<file path="src/rtl/cluster_header_seq.sv">
// Cluster header: glitch-free gated cluster clock plus synchronised reset requests that are
// released to the cluster in ascending channel order with a programmable gap.
module cluster_header_seq #(
    parameter int unsigned NUM_RST      = 3,
    parameter int unsigned SYNC_STAGES  = 2,
    parameter int unsigned RELEASE_GAP  = 4,
    parameter bit          CKEN_RST_VAL = 1'b1
) (
    input  logic               gclk,
    input  logic               arst_l,
    input  logic               cluster_cken,
    input  logic [NUM_RST-1:0] grst_l_in,
    output logic               rclk,
    output logic [NUM_RST-1:0] cluster_rst_l,
    output logic               rst_done,
    input  logic               si,
    input  logic               se,
    output logic               so
);

    localparam int unsigned CHAIN = (NUM_RST + 1) * SYNC_STAGES;
    localparam int unsigned PW    = (NUM_RST > 1) ? $clog2(NUM_RST) : 1;
    localparam int unsigned CW    = (RELEASE_GAP > 1) ? $clog2(RELEASE_GAP) : 1;

    // Request synchronisers occupy the low bits, cken synchroniser the top SYNC_STAGES bits.
    localparam logic [CHAIN-1:0] CHAIN_RST =
        {{SYNC_STAGES{CKEN_RST_VAL}}, {(NUM_RST * SYNC_STAGES){1'b0}}};

    typedef enum logic [1:0] {StReset, StArm, StGap, StDone} state_e;

    logic [CHAIN-1:0]   chain_q, chain_d;
    logic [NUM_RST:0]   sync_in;
    logic [NUM_RST-1:0] req_s;
    logic               en_s;
    logic               en_latch;

    state_e             state_q, state_d;
    logic [PW-1:0]      ptr_q, ptr_d;
    logic [CW-1:0]      cnt_q, cnt_d;
    logic [NUM_RST-1:0] rst_q, rst_d;
    logic               done_q, done_d;
    logic               drop;
    logic [PW-1:0]      drop_idx;

    assign sync_in = {cluster_cken, grst_l_in};

    always_comb begin
        chain_d = chain_q;
        if (se) begin
            chain_d = {chain_q[CHAIN-2:0], si};
        end else begin
            for (int c = 0; c <= int'(NUM_RST); c++) begin
                for (int s = 0; s < int'(SYNC_STAGES); s++) begin
                    if (s == 0) begin
                        chain_d[c * SYNC_STAGES] = sync_in[c];
                    end else begin
                        chain_d[c * SYNC_STAGES + s] = chain_q[c * SYNC_STAGES + s - 1];
                    end
                end
            end
        end
    end

    always_comb begin
        for (int c = 0; c < int'(NUM_RST); c++) begin
            req_s[c] = chain_q[c * SYNC_STAGES + SYNC_STAGES - 1];
        end
    end

    assign en_s = chain_q[CHAIN-1];
    assign so   = chain_q[CHAIN-1];

    // Latch is opaque while gclk is high so an enable change can never truncate a pulse.
    always_latch begin
        if (!gclk && !se) begin
            en_latch = en_s;
        end
    end

    assign rclk = gclk & en_latch;

    // Lowest released channel whose request has dropped again.
    always_comb begin
        drop     = 1'b0;
        drop_idx = '0;
        for (int i = int'(NUM_RST) - 1; i >= 0; i--) begin
            if (rst_q[i] && !req_s[i]) begin
                drop     = 1'b1;
                drop_idx = PW'(i);
            end
        end
    end

    always_comb begin
        state_d = state_q;
        ptr_d   = ptr_q;
        cnt_d   = cnt_q;
        rst_d   = rst_q;
        done_d  = done_q;
        if (!se) begin
            if (state_q != StReset && drop) begin
                for (int k = 0; k < int'(NUM_RST); k++) begin
                    if (PW'(k) >= drop_idx) begin
                        rst_d[k] = 1'b0;
                    end
                end
                ptr_d   = drop_idx;
                done_d  = 1'b0;
                state_d = StArm;
            end else begin
                unique case (state_q)
                    StReset: state_d = StArm;
                    StArm: begin
                        if (req_s[ptr_q]) begin
                            rst_d[ptr_q] = 1'b1;
                            if (ptr_q == PW'(NUM_RST - 1)) begin
                                state_d = StDone;
                                done_d  = 1'b1;
                            end else begin
                                ptr_d = ptr_q + 1'b1;
                                if (RELEASE_GAP != 0) begin
                                    cnt_d   = CW'(RELEASE_GAP - 1);
                                    state_d = StGap;
                                end
                            end
                        end
                    end
                    StGap: begin
                        if (cnt_q != '0) begin
                            cnt_d = cnt_q - 1'b1;
                        end else begin
                            state_d = StArm;
                        end
                    end
                    StDone: state_d = StDone;
                    default: state_d = StReset;
                endcase
            end
        end
    end

    always_ff @(posedge gclk or negedge arst_l) begin
        if (!arst_l) begin
            chain_q <= CHAIN_RST;
            state_q <= StReset;
            ptr_q   <= '0;
            cnt_q   <= '0;
            rst_q   <= '0;
            done_q  <= 1'b0;
        end else begin
            chain_q <= chain_d;
            state_q <= state_d;
            ptr_q   <= ptr_d;
            cnt_q   <= cnt_d;
            rst_q   <= rst_d;
            done_q  <= done_d;
        end
    end

    assign cluster_rst_l = rst_q;
    assign rst_done      = done_q;

endmodule

</file>
<file path="config.mk">
export PLATFORM = sky130hd
export DESIGN_NAME = cluster_header_seq
export DESIGN_NICKNAME = d
export VERILOG_FILES = /design/src/rtl/cluster_header_seq.sv
export SDC_FILE = /design/constraint.sdc
export NUM_CORES = 1
export LEC_CHECK = 0
export ABC_AREA = 1
export CORE_MARGIN = 5
export CORE_UTILIZATION = 56
export CTS_BUF_LIST = sky130_fd_sc_hd__clkbuf_4
export DETAILED_ROUTE_END_ITERATION = 10
export PLACE_DENSITY = 0.8
export RECOVER_POWER = 100
export SLEW_MARGIN = 10
export SYNTH_ARGS = -nofsm -noshare
export SYNTH_HDL_FRONTEND = slang
export SYNTH_SLANG_ARGS = --single-unit
</file>
<file path="constraint.sdc">
create_clock -name gclk -period 1.6 [get_ports gclk]
set_input_delay 0.32 -clock gclk [delete_from_list [all_inputs] [get_ports gclk]]
set_output_delay 0.32 -clock gclk [all_outputs]
set_load 0.02 [all_outputs]
</file>
After elaboration in Yosys (flattened, before gate mapping)

Index checks and enable logic that the tools add are counted.

Add/sub/neg operators: 2
$mul: 0
Divide/modulo/power cells: 0
$lt $le $gt $ge: 5
Equal/unequal tests: 13
Shift operators: 0
Mux-type cells: 36
Bitwise logic cells: 4
Reduce and logical (&&, ||, !) cells: 25

Operators with widths:

| cell                                                                                | count |
|---|---|
| 2-bit 2-to-1 mux                                                                    | 13 |
| 4-bit AND reduction                                                                 | 5 |
| 1-bit 2-to-1 mux                                                                    | 15 |
| 2-bit nonzero test                                                                  | 6 |
| 3-bit 2-to-1 mux                                                                    | 3 |
| 2-bit inequality test, second input constant                                        | 4 |
| 2-bit one-hot mux with 4 select lines                                               | 1 |
| 7-bit 2-to-1 mux                                                                    | 1 |
| 2-bit equality test, second input constant                                          | 3 |
| 1-bit logical AND                                                                   | 6 |
| 2-bit by 1-bit inequality test with 1-bit output, second input constant             | 3 |
| 3-bit inequality test, second input constant                                        | 2 |
| 6-bit AND reduction                                                                 | 1 |
| 1-bit logical NOT                                                                   | 5 |
| 1-bit by 2-bit greater-or-equal comparator with 1-bit output, first input constant  | 2 |
| 2-bit one-hot mux with 2 select lines                                               | 1 |
| 2-bit by 3-bit < comparator with 1-bit output, second input constant                | 1 |
| 3-bit bitwise OR                                                                    | 1 |
| 3-bit AND reduction                                                                 | 1 |
| 2-bit by 1-bit adder with 2-bit output, second input constant                       | 1 |
| 1-bit binary-select mux with 2-bit select                                           | 1 |
| 1-bit demux with 2-bit select                                                       | 1 |
| 2-bit by 1-bit equality test with 1-bit output, second input constant               | 1 |
| 2-bit by 1-bit greater-or-equal comparator with 1-bit output, second input constant | 1 |
| other kinds (5)                                                                     | 6 |

Register bits: 18
Latch bits: 1
RAM bits: 0
Memory bits (read-only): 0
Input port bits: 8
Output and inout port bits: 6
Logic and storage cells: 94
Memories kept: 0

Longest topological paths before layout

Depth after elaboration: 8
Mapped depth: 10
Mapped depth without buffers: 10

==> results.txt <==
The warning count from the yosys run is 0, and the placed wire-length estimate after detailed placement is 1.67 mm. Among all stages on the critical path, the largest delay is contributed by sky130_fd_sc_hd__dlxtp_1. The first global-routing pass estimated 4.00 mm of wire.

The detailed-router iteration count before antenna repair is 4. The clock latency on the worst-skew pair was 410 ps. Net switching is 45.7% of the power. Number of violations reported at the end of detailed-routing iteration 0: 25. The largest incremental delay on the critical path is 320 ps. The run finished, with violations left. The tools report the share of total power in combinational logic as 49.3%. Max-slew violation count: 0. For this run, the post-layout net count is 183. OpenSTA, run right after detailed placement, puts the worst setup slack at -468 ps. In the layout the commonest cells are sky130_fd_sc_hd__nand2_1, sky130_fd_sc_hd__inv_1, sky130_fd_sc_hd__dfrtp_1. In the synthesized netlist the dominant register cell turns out to be sky130_fd_sc_hd__dfrtp_1. Setup repair after global routing could not meet its margin everywhere. The via count normalized by instance count was 4.91.

Of the cells placed in the final design, the portion with a size suffix greater than 1 is 16.8%. The peak supply drop was 1120 uV. Final non-filler cell total: 194.

The count of endpoints failing hold in the final timing report is 0. Number of flops mapped to enable cells by yosys: 0. The maximum fanout along the worst path was 1. The filler cells instantiated in the layout total 180.

In the global route stage, met1 resource usage came out at 19.6%. In this run the tool buffered the top-level ports with 13 buffer cells. The die is 54.7 um wide. Of all cell types, the one taking the most synthesized area is sky130_fd_sc_hd__dfrtp_1.

The core region is 1940 um^2. The die outline area came out at 3000 um^2. Startpoint-to-endpoint class of the critical path: latch to output port. The class of the worst hold path was flop to flop.

The count of standard-cell rows was 16; the synthesized net count was 157. The logs give 0 for the remaining global-route overflow and 2 for the final setup violation count. The chip height was 54.7 um. The run gives 0.820 as the routability congestion estimate from global placement. For this design the ratio of total power to cell area is 1840 nW/um^2.

The run gives 952 as the number of vias after detailed routing. After detailed routing, the number of remaining DRC violations is 0. The depth of the worst hold-timing path came out at 0. The met3 usage in global routing is 10.6%, and the minimum hold slack is 360 ps. After routing the design area is 1350 um^2.

Measured in cells, the most critical reg-to-reg path has a length of 8. Summed over all nets, the switching power comes to 1.14 mW. The logs give 28.8% for the part of the total power dissipated in sequential elements and 1300 um^2 for the cell area after placement. The number of antenna violations at the first check in global routing came out at 0. The logs give 21.9% for the clock network power share and -501 ps for the final critical-path setup slack. For this design the static power due to leakage is 0.759 nW. The number of different library cells used by synthesis comes to 22. The startpoint class of the critical path is a latch. In the synthesized netlist the async set-or-reset flop fraction comes to 94.7%. The number of antenna diodes in the final layout is 0. Once the floorplan was initialized, standard cells occupied 57.7% of the core.

The total of max-cap violations was 0. The final layout contains routed wiring with a total length of 2.28 mm. The completed layout was analyzed and its total power is 2.49 mW. The maximum number of pins on one net before global-route repair was 19. In this run, synthesis produced a sequential element count of 19.

In this run the tightest slew margin relative to its limit is 34.2%. The post-route clock skew is 40.9 ps, and the area overhead of the layout relative to synthesis is 20.6%. Traced cell by cell, the critical path runs through nand2_1 > inv_1 > buf_6. Cell internal power was estimated by the tool at 1.35 mW. The clock-pin slew reported for the worst setup and hold paths after clock tree synthesis was 100 ps. Most common cell after layout, fill and taps aside: sky130_fd_sc_hd__nand2_1.

Required time at the worst-slack endpoint: 1280 ps. In this run the mean area of a mapped cell was 7.95 um^2. TritonCTS built the clock tree. The measured slew at the worst slew-check pin was 987 ps. In this run the remaining antenna-violating nets after routing total 0. Sorting the synthesized cells by area gives the leading types as sky130_fd_sc_hd__dfrtp_1, sky130_fd_sc_hd__nand2_1, sky130_fd_sc_hd__ha_1. met2 is the most crowded layer. After clock tree synthesis, the flow added hold-fix buffers numbering 0.

Of the post-synthesis cell area, the dominant cell type holds 35.7%. The critical path arrival was 1780 ps; the global-route track usage on met2 was 31.7%. The combined global-route utilization of all metal layers came out at 19.9%. STA classifies the critical path endpoint as an output port. The routed length per placed instance is 11.7 um. Including well taps, the total number of placed cells is 184. The checks that failed: setup timing.

The via count of the first global-routing pass was 1007. Pin placement for this block handled 14 I/O pins. Synthesis produced 141 cells. The synthesized netlist occupies a cell area of 1120 um^2.
## path summary, 6_finish.rpt
path	start	end	slack [ps]
setup / recovery	en_latch	rclk	-500
min in group asynchronous	arst_l	chain_q[1]	560
hold / removal	chain_q[0]	chain_q[1]	360
min in group gated	se	clock gate	2010
max in group asynchronous	arst_l	cluster_rst_l[1]	440
setup reg to reg	state_q[0]	ptr_q[1]	10
max in group gated	se	clock gate	360
hold reg to reg	chain_q[0]	chain_q[1]	360
## layer usage
layer,vias to the layer above,wire length (um)
met3,6,107
met5,-,0
met4,0,50
met1,440,1000
li1,487,-
met2,19,1120
## worst max-delay path: cells and delay by family (launching register included)
| kind | cells | cell delay [ps] |
|---|---|---|
| buf+inv | 2 | 170 |
| simple gates | 1 | 50 |
| latches | 1 | 320 |
## synthesized netlist by cell type, types with 2 or more instances
| cell type | count |
|---|---|
| sky130_fd_sc_hd__dfrtp_1 | 16 |
| sky130_fd_sc_hd__dfstp_2 | 2 |
| sky130_fd_sc_hd__nand2_1 | 36 |
| sky130_fd_sc_hd__o21ai_0 | 5 |
| sky130_fd_sc_hd__inv_1 | 24 |
| sky130_fd_sc_hd__ha_1 | 8 |
| sky130_fd_sc_hd__o21ai_1 | 5 |
| sky130_fd_sc_hd__a21oi_1 | 4 |
| sky130_fd_sc_hd__nand3_1 | 11 |
| sky130_fd_sc_hd__nor2_1 | 12 |
| sky130_fd_sc_hd__nand2_4 | 2 |
| sky130_fd_sc_hd__nand2_2 | 6 |
## what timing repair did
action | in CTS | in global routing
pin swaps | 1 | 0
cloned | 0 | 0
buffers inserted | 0 | 0
endpoints found under the setup margin | 7 | 7
gates resized for setup | 13 | 1
## flip-flops by register name, summed over array words and instances, names as in the netlist
register / count
chain_q: 8
cluster_rst_l: 3
cnt_q: 2
ptr_q: 2
state_q: 2
en_latch: 1
rst_done: 1
## per-stage QoR
stage               TNS, ps  util [%]
detailed placement     -472      67.0
floorplan                 0         -
CTS                    -529      70.7
global route          -1240      69.7
finish                 -501      69.7
global placement       -468      67.0
## area by class of cell
cell class	count	area, um^2	area share (%)
well taps	27	33.8	2.50
flip-flops and latches	19	468	34.6
clock buffers	11	86.3	6.38
clock inverters	1	3.75	0.278
inverters	25	101	7.49
repair buffers	16	139	10.3
multi-input cells	95	520	38.5
## power by group through the flow
stage | Clock [mW] | Sequential [mW] | Combinational [mW]
final | 0.544 | 0.717 | 1.23
after global routing | 0.596 | 0.734 | 1.41
after CTS | 0.569 | 0.720 | 1.27
after detailed placement | 0.0507 | 0.729 | 1.29
after global placement | 0.0507 | 0.720 | 1.25
after floorplan | 0.0294 | 0.753 | 0.938
## kinds of logic (layout without fill, tap and decap cells)
kind of cell | after synthesis | in the layout | synth area share (%)
fa+ha+maj | 8 | 8 | 8.93
simple gates | 71 | 71 | 31.1
flops | 18 | 18 | 40.4
buf+inv | 27 | 53 | 10.6
latches | 1 | 1 | 1.34
compound gates | 16 | 16 | 7.59
Note: power is estimated with default switching activity, not from simulation.
